$ cat src/rtl/conv_out_streamer.sv
// Streams a finished convolution result frame out of the result buffer in raster order.
// The buffer has one cycle of read latency. A 2-entry skid FIFO decouples it from downstream backpressure.
//
//   state | meaning
//   ------+--------------------------------------------------------------
//   IDLE  | waiting for start; read address parked at (0,0)
//   RUN   | issuing buffer reads whenever the FIFO has credit
//   DRAIN | all reads issued; waiting for the m_eof beat to be accepted
//   FIN   | one-cycle finish pulse, then back to IDLE
module conv_out_streamer #(
   parameter  int SIZE      = 256,
   parameter  int SIZEKer   = 3,
   parameter  int WIDTH_BIT = 16,
   localparam int OUT       = SIZE - SIZEKer + 1,
   localparam int AW        = (OUT > 1) ? $clog2(OUT) : 1
) (
   input  logic                        clock,
   input  logic                        nreset,
   input  logic                        start,
   output logic                        rd_en,
   output logic [AW-1:0]               rd_row,
   output logic [AW-1:0]               rd_col,
   input  logic signed [WIDTH_BIT-1:0] rd_data,
   output logic                        m_valid,
   input  logic                        m_ready,
   output logic signed [WIDTH_BIT-1:0] m_data,
   output logic                        m_eol,
   output logic                        m_eof,
   output logic                        busy,
   output logic                        finish
);

   typedef enum logic [1:0] {IDLE, RUN, DRAIN, FIN} state_t;

   localparam logic [AW-1:0] LAST = AW'(OUT - 1);

   state_t                      state_q, state_d;
   logic [1:0]                  cnt_q;
   logic                        fly_q, fly_eol_q, fly_eof_q;
   logic signed [WIDTH_BIT-1:0] tail_data_q;
   logic                        tail_eol_q, tail_eof_q;
   logic                        rd_issue, pop, push, credit, at_eol, at_eof;

   assign at_eol  = (rd_col == LAST);
   assign at_eof  = at_eol && (rd_row == LAST);
   assign m_valid = (cnt_q != 2'd0);
   assign pop     = m_valid && m_ready;
   assign push    = fly_q;
   // A beat leaving this cycle frees its slot in time for the read issued now.
   assign credit  = ({1'b0, cnt_q} + {2'b00, fly_q}) < (3'd2 + {2'b00, pop});
   assign rd_en   = rd_issue & nreset;

   always_ff @(posedge clock or negedge nreset) begin
      if (!nreset) state_q <= IDLE;
      else         state_q <= state_d;
   end

   always_comb begin
      state_d  = state_q;
      rd_issue = 1'b0;
      busy     = 1'b0;
      finish   = 1'b0;
      case (state_q)
         IDLE: begin
            if (start) begin
               rd_issue = 1'b1;
               state_d  = at_eof ? DRAIN : RUN;
            end
         end
         RUN: begin
            busy = 1'b1;
            if (credit) begin
               rd_issue = 1'b1;
               if (at_eof) state_d = DRAIN;
            end
         end
         DRAIN: begin
            busy = 1'b1;
            if (pop && m_eof) state_d = FIN;
         end
         FIN: begin
            finish  = 1'b1;
            state_d = IDLE;
         end
         default: state_d = IDLE;
      endcase
   end

   // Wrapping after the last pixel leaves the address at (0,0) for the next frame.
   always_ff @(posedge clock or negedge nreset) begin
      if (!nreset) begin
         rd_row <= '0;
         rd_col <= '0;
      end else if (rd_issue) begin
         if (at_eol) begin
            rd_col <= '0;
            rd_row <= at_eof ? '0 : rd_row + AW'(1);
         end else begin
            rd_col <= rd_col + AW'(1);
         end
      end
   end

   always_ff @(posedge clock or negedge nreset) begin
      if (!nreset) begin
         fly_q     <= 1'b0;
         fly_eol_q <= 1'b0;
         fly_eof_q <= 1'b0;
      end else begin
         fly_q     <= rd_en;
         fly_eol_q <= at_eol;
         fly_eof_q <= at_eof;
      end
   end

   // Head entry drives the stream outputs directly; it only changes on a pop or an empty-FIFO push.
   always_ff @(posedge clock or negedge nreset) begin
      if (!nreset) begin
         cnt_q       <= 2'd0;
         m_data      <= '0;
         m_eol       <= 1'b0;
         m_eof       <= 1'b0;
         tail_data_q <= '0;
         tail_eol_q  <= 1'b0;
         tail_eof_q  <= 1'b0;
      end else begin
         case ({push, pop})
            2'b10: begin
               if (cnt_q == 2'd0) begin
                  m_data <= rd_data;
                  m_eol  <= fly_eol_q;
                  m_eof  <= fly_eof_q;
               end else begin
                  tail_data_q <= rd_data;
                  tail_eol_q  <= fly_eol_q;
                  tail_eof_q  <= fly_eof_q;
               end
               cnt_q <= cnt_q + 2'd1;
            end
            2'b01: begin
               if (cnt_q == 2'd2) begin
                  m_data <= tail_data_q;
                  m_eol  <= tail_eol_q;
                  m_eof  <= tail_eof_q;
               end
               cnt_q <= cnt_q - 2'd1;
            end
            2'b11: begin
               if (cnt_q == 2'd2) begin
                  m_data      <= tail_data_q;
                  m_eol       <= tail_eol_q;
                  m_eof       <= tail_eof_q;
                  tail_data_q <= rd_data;
                  tail_eol_q  <= fly_eol_q;
                  tail_eof_q  <= fly_eof_q;
               end else begin
                  m_data <= rd_data;
                  m_eol  <= fly_eol_q;
                  m_eof  <= fly_eof_q;
               end
            end
            default: ;
         endcase
      end
   end

endmodule

$ cat config.mk
export PLATFORM = sky130hd
export DESIGN_NAME = conv_out_streamer
export DESIGN_NICKNAME = d
export VERILOG_FILES = /design/src/rtl/conv_out_streamer.sv
export SDC_FILE = /design/constraint.sdc
export NUM_CORES = 1
export LEC_CHECK = 0
export CORE_UTILIZATION = 53
export CTS_BUF_LIST = sky130_fd_sc_hd__clkbuf_8
export CTS_CLUSTER_SIZE = 28
export DETAILED_ROUTE_END_ITERATION = 8
export GPL_TIMING_DRIVEN = 0
export MAX_ROUTING_LAYER = met4
export PLACE_DENSITY = 0.82
export SYNTH_ARGS = -nofsm -noshare
export SYNTH_HDL_FRONTEND = slang
export SYNTH_SLANG_ARGS = --single-unit
$ cat constraint.sdc
create_clock -name clock -period 3.4 [get_ports clock]
set_input_delay 0.51 -clock clock [delete_from_list [all_inputs] [get_ports clock]]
set_output_delay 0.51 -clock clock [all_outputs]
set_load 0.005 [all_outputs]
# Word level (Yosys, flattened, before mapping)
# Index checks and enable logic that the tools add are counted.
[op_classes]
n_addsub = 6
bitwise_logic = 1
eq_ne = 17
n_lt_le_gt_ge = 1
reduce_logical = 14
n_mux = 35
[ops]
columns = ["operator", "n"]
rows = [
  ["$mux 16", 5],
  ["$pmux 16 s3", 1],
  ["$pmux 16 s2", 1],
  ["$add 8x1->8 const B", 2],
  ["$eq 8x8->1 const B", 2],
  ["$mux 8", 2],
  ["$ne 2x2->1 const B", 8],
  ["$mux 1", 14],
  ["$eq 2x2->1 const B", 5],
  ["$mux 2", 5],
  ["$pmux 2 s4", 1],
  ["$pmux 1 s2", 3],
  ["$pmux 1 s3", 2],
  ["$reduce_and 3->1", 2],
  ["$reduce_bool 2->1", 3],
  ["$eq 2x1->1 const B", 2],
  ["$logic_not 2->1", 2],
  ["$pmux 2 s2", 1],
  ["$reduce_and 4->1", 1],
  ["$add 2x1->3", 1],
  ["$add 2x1->3 const A", 1],
  ["$logic_and 1x1->1", 3],
  ["$lt 3x3->1", 1],
  ["$reduce_bool 3->1", 1],
  ["5 further kinds", 5],
]
[totals]
out_inout_bits = 38
regBits = 59
input_bits = 20

# Logic depth before layout (Yosys ltp)
[logic_depth]
ltp_word = 7
ltp_mapped = 11

# Worst setup path before layout
# OpenSTA, ideal clock, no wires.
[synth_path]
path_type = "flip-flop to flip-flop"
start = "reg cnt_q[0]"
end = "reg tail_data_q[10]"
arrival_ps = 2241
setup_slack_ps = 1035
path_stages_with_launch = 10
path_buffers = 2
path_cell_list = "dfrtp_1 -> buf_4 -> nor2_2 -> inv_2 -> nand2_2 -> clkinv_2 -> ha_1 -> a211oi_2 -> buf_2 -> mux2_2"
[synth_between]
elab_chain_cells = 5
elab_cells_between_ends = 11
[synth_rtl]
columns = ["item", "line", "rtl"]
rows = [
  ["start: declaration", "38", "logic [1:0] cnt_q;"],
  ["start signal: assignment", "138", "cnt_q <= cnt_q + 2'd1;"],
  ["start signal: assignment", "146", "cnt_q <= cnt_q - 2'd1;"],
  ["$reduce_bool 2->1 (*)", "46", "assign m_valid = (cnt_q != 2'd0);"],
  ["via m_valid", "24", "output logic m_valid,"],
  ["$logic_and 1x1->1 (*)", "47", "assign pop = m_valid && m_ready;"],
  ["$eq 2x2->1", "127", "case ({push, pop})"],
  ["$ne 2x2->1 (no line) or $reduce_bool 2->1 (tied branches)", "-", ""],
  ["$reduce_and 3->1 (no line)", "-", ""],
  ["end signal: assignment", "134", "tail_data_q <= rd_data;"],
  ["end signal: assignment", "153", "tail_data_q <= rd_data;"],
  ["end: declaration", "40", "logic signed [WIDTH_BIT-1:0] tail_data_q;"],
]
# Mark *: on every way through the listed nets, which the timed path passes. The rest lies on a longest branch.
# A chain may end at the register's enable or synchronous reset.

# Worst setup path in the final report
[layout_path]
start = "reg fly_q"
end = "out rd_en"
[layout_between]
elab_chain_cells = 5
[layout_rtl]
columns = ["item", "line", "rtl"]
rows = [
  ["start: declaration", "39", "logic fly_q, fly_eol_q, fly_eof_q;"],
  ["start signal: assignment", "110", "fly_q <= rd_en;"],
  ["$add 2x1->3", "50", "assign credit = ({1'b0, cnt_q} + {2'b00, fly_q}) < (3'd2 + {2'b00, pop});"],
  ["$lt 3x3->1", "50", ""],
  ["$mux 1", "72", "if (credit) begin"],
  ["$pmux 1 s2", "63", "case (state_q)"],
  ["$and 1x1->1", "51", "assign rd_en = rd_issue & nreset;"],
  ["end: declaration", "20", "output logic rd_en,"],
]
# No other way between the ends.

==> flow_summary_export.csv <==
group,metric,value,unit
place,place_area,3540,sq um
setup_path,required,2.89,ns
setup_path,crit_start,"fly_q",
synthesis,yosysSeqAreaShare,0.515,
place,post-dp-hpwl,4230,microns
timing,fin_setup_tns,0,ns
clock_tree,cts_setup_buffers,0,
clock_tree,clock-root-buffer,"clkbuf_8",
floorplanning,coreArea,5170,sq um
clock_tree,cts_inserted_buffers,9,
timing,finalHoldViolations,0,
timing,tightest_slew,0.819,ns
clock_tree,cts_sinks,59,
timing,relSlewSlack,0.451,
finish,drive_gt1_frac,0.142,
detailed_routing,ant_nets,0,
global_routing,first_global_vias,2157,
setup_path,worstPathMaxFanout,10,
floorplanning,fp.dieH,75.6,microns
synthesis,async_reset_ff_frac,1.00,
global_routing,grt_antenna_before_repair,0,
detailed_routing,vias,2301,
min_path,hp-class,"primary input to asynchronous set/reset pin",
flow_run,drv_cap,0,
finish,areaGrowthSynthToFinish,29.8,%
power,ir_drop,0.244,mV
place,portBuffers,57,
finish,finalNetCount,371,
timing,final_max_slew_viol_count,0,
clock_tree,cts.clk_slew.worst_paths,0.06,ns
timing,finalCritPeriodShare,0.917,
timing,fin_crit,3.12,ns
finish,n_antenna_cell,0,
synthesis,synthesis.area,2870,sq um
finish,final_cell_mix,"dfrtp_1, clkdlybuf4s50_1, o21ai_0",
synthesis,ys_top_cells_by_area,"dfrtp_1, mux2_2, ha_1",
place,gp_congestion,0.847,
timing,setup_viol,0,
clock_tree,post_cts_resized,0,
global_routing,busiest_layer,"met2",
floorplanning,row_count,26,
synthesis,synth.top_cell.area_share,0.515,
setup_path,worst_r2r_startpoint,"cnt_q[0]",
global_routing,grt_pass1_wl,10000,microns
synthesis,syn-num-nets,302,
timing,finClkSkew,0.00764,ns
setup_path,crit_path_start_kind,"register",
synthesis,ys_warn_count,0,
global_routing,grt_max_degree,41,
clock_tree,insertion_delay,0.33,ns
synthesis,ys_types,47,
outcome,status,"completed",
finish,fin_area,3720,sq um
detailed_routing,drt_iter0_drc,58,
setup_path,end_kind,"output port",
setup_path,worstSetupPathType,"register to output port",
detailed_routing,via_per_inst,5.63,
clock_tree,cts_tree,"yes",
global_routing,grt_use_met2,0.394,
synthesis,synth_top_area_cell,"dfrtp_1",
synthesis,synth-seq-cells,59,
global_routing,grt_use_met1,0.302,
setup_path,critPathArrivalTime,2.61,ns
detailed_routing,routed_wl,5950,microns
floorplanning,die_x,75.6,microns
power,power_density,527,nW/um^2
timing,fmax,321,MHz
finish,layout_commonest_cell,"dfrtp_1",
synthesis,synth_area_per_cell,10.7,sq um
power,power_leakage,1.67,nW
clock_tree,htreeDepth,3,
detailed_routing,first_pass_iters,4,
detailed_routing,drc,0,
global_routing,grt.overflow.total,0,
floorplanning,dieArea,5710,sq um
clock_tree,clockBufferDepth,2,
floorplanning,pin_count,58,
floorplanning,start_util,0.555,
synthesis,synth_edf_count,0,
detailed_routing,post_drt_wl_per_cell,14.6,microns
synthesis,syn_inst,267,
synthesis,synth-main-ff-cell,"dfrtp_1",
global_routing,grt.total_usage,0.247,
power,total_power,1.96,mW
global_routing,grtUsageMet3,0.0675,
timing,rsz0062_at_grt,"no",
clock_tree,hold_buffers,0,
[per-stage QoR]
step / hold WS, ns / std cells / setup slack (ns) / util
after detailed placement: 0.469 / 395 / 0.317 / 0.685
after floorplan: 0.214 / 267 / 1.03 / -
after CTS: 0.135 / 409 / 0.312 / 0.720
after global placement: 0.460 / 394 / -0.844 / 0.682
after global routing: 0.155 / 409 / 0.138 / 0.720
final: 0.138 / 409 / 0.282 / 0.720
[metal layers]
| metal | wire length [microns] | vias to the layer above |
|---|---|---|
| met5 | 0 | - |
| met4 | 89 | 0 |
| met3 | 285 | 12 |
| met2 | 2900 | 61 |
| met1 | 2680 | 1130 |
| li1 | - | 1098 |
[synthesized netlist by cell type (2+ instances only)]
| cell type | instances |
|---|---|
| xor2_1 | 2 |
| xnor2_1 | 2 |
| a21o_1 | 2 |
| a21oi_1 | 8 |
| o21ai_0 | 31 |
| nor3_1 | 2 |
| o31ai_1 | 7 |
| mux2i_1 | 2 |
| and4_1 | 2 |
| nand2b_1 | 2 |
| dfrtp_1 | 59 |
| mux2_2 | 19 |
| a31oi_1 | 2 |
| ha_1 | 15 |
| and3_1 | 2 |
| inv_1 | 8 |
| buf_2 | 3 |
| clkbuf_1 | 7 |
| a22oi_1 | 19 |
| or4_1 | 2 |
| nor2b_1 | 4 |
| nand2_1 | 27 |
| nor2_1 | 12 |
| nand3_1 | 5 |
[power breakdown]
| part | switching (mW) | total (mW) | leakage [nW] | internal [mW] |
|---|---|---|---|---|
| registers | 0.0559 | 0.848 | 0.792 | 0.792 |
| clock network | 0.253 | 0.598 | 0.0992 | 0.345 |
| logic | 0.254 | 0.517 | 0.782 | 0.263 |
[final timing paths]
kind                            cells past startpoint  slack, ns    endpoint
worst min-delay path                                1       0.14  m_data[15]
max in group asynchronous                           2       2.70   rd_col[4]
worst min register to register                      2       0.48   m_data[1]
min in group clock                                  2       0.48   m_data[1]
worst max-delay path                                8       0.28       rd_en
worst max register to register                     11       0.57  m_data[12]
[critical path, stage by stage (launching register included)]
cell and delay, ns:
dfrtp_1 0.41, ha_1 0.19, ha_1 0.28, nor2_1 0.04, a22oi_1 0.36, and2_4 0.25, buf_2 0.20, nor2b_1 0.09
clkdlybuf4s50_1 0.45
[cell families (layout without fill, tap and decap cells)]
logic type / Yosys count / after routing / synth area share
AOI/OAI and AO/OA: 79 / 79 / 0.179
xor gates and xnor gates: 4 / 4 / 0.0122
adders and majority gates: 15 / 15 / 0.0654
buffers and inverters: 22 / 94 / 0.0318
DFF: 59 / 59 / 0.515
muxes: 21 / 21 / 0.0816
and+or+nand+nor: 67 / 67 / 0.115
[state kept, by name, summed over array words and instances, names as in the netlist]
| name | cells |
|---|---|
| m_data | 16 |
| fly_eof_q | 1 |
| rd_row | 8 |
| tail_eol_q | 1 |
| fly_q | 1 |
| m_eof | 1 |
| fly_eol_q | 1 |
| m_eol | 1 |
| cnt_q | 2 |
| tail_data_q | 16 |
| rd_col | 8 |
| tail_eof_q | 1 |
| state_q | 2 |
[area by class of cell]
class / count / area [sq um]
sequential: 59 / 1480
fill: 374 / 1450
multi-input combinational: 186 / 1300
timing repair buffer: 58 / 586
clock buffer: 10 / 138
tap: 70 / 87.6
buffer: 12 / 52.6
clock inverter: 4 / 43.8
inverter: 10 / 38.8
(Power assumes the default switching activity.)
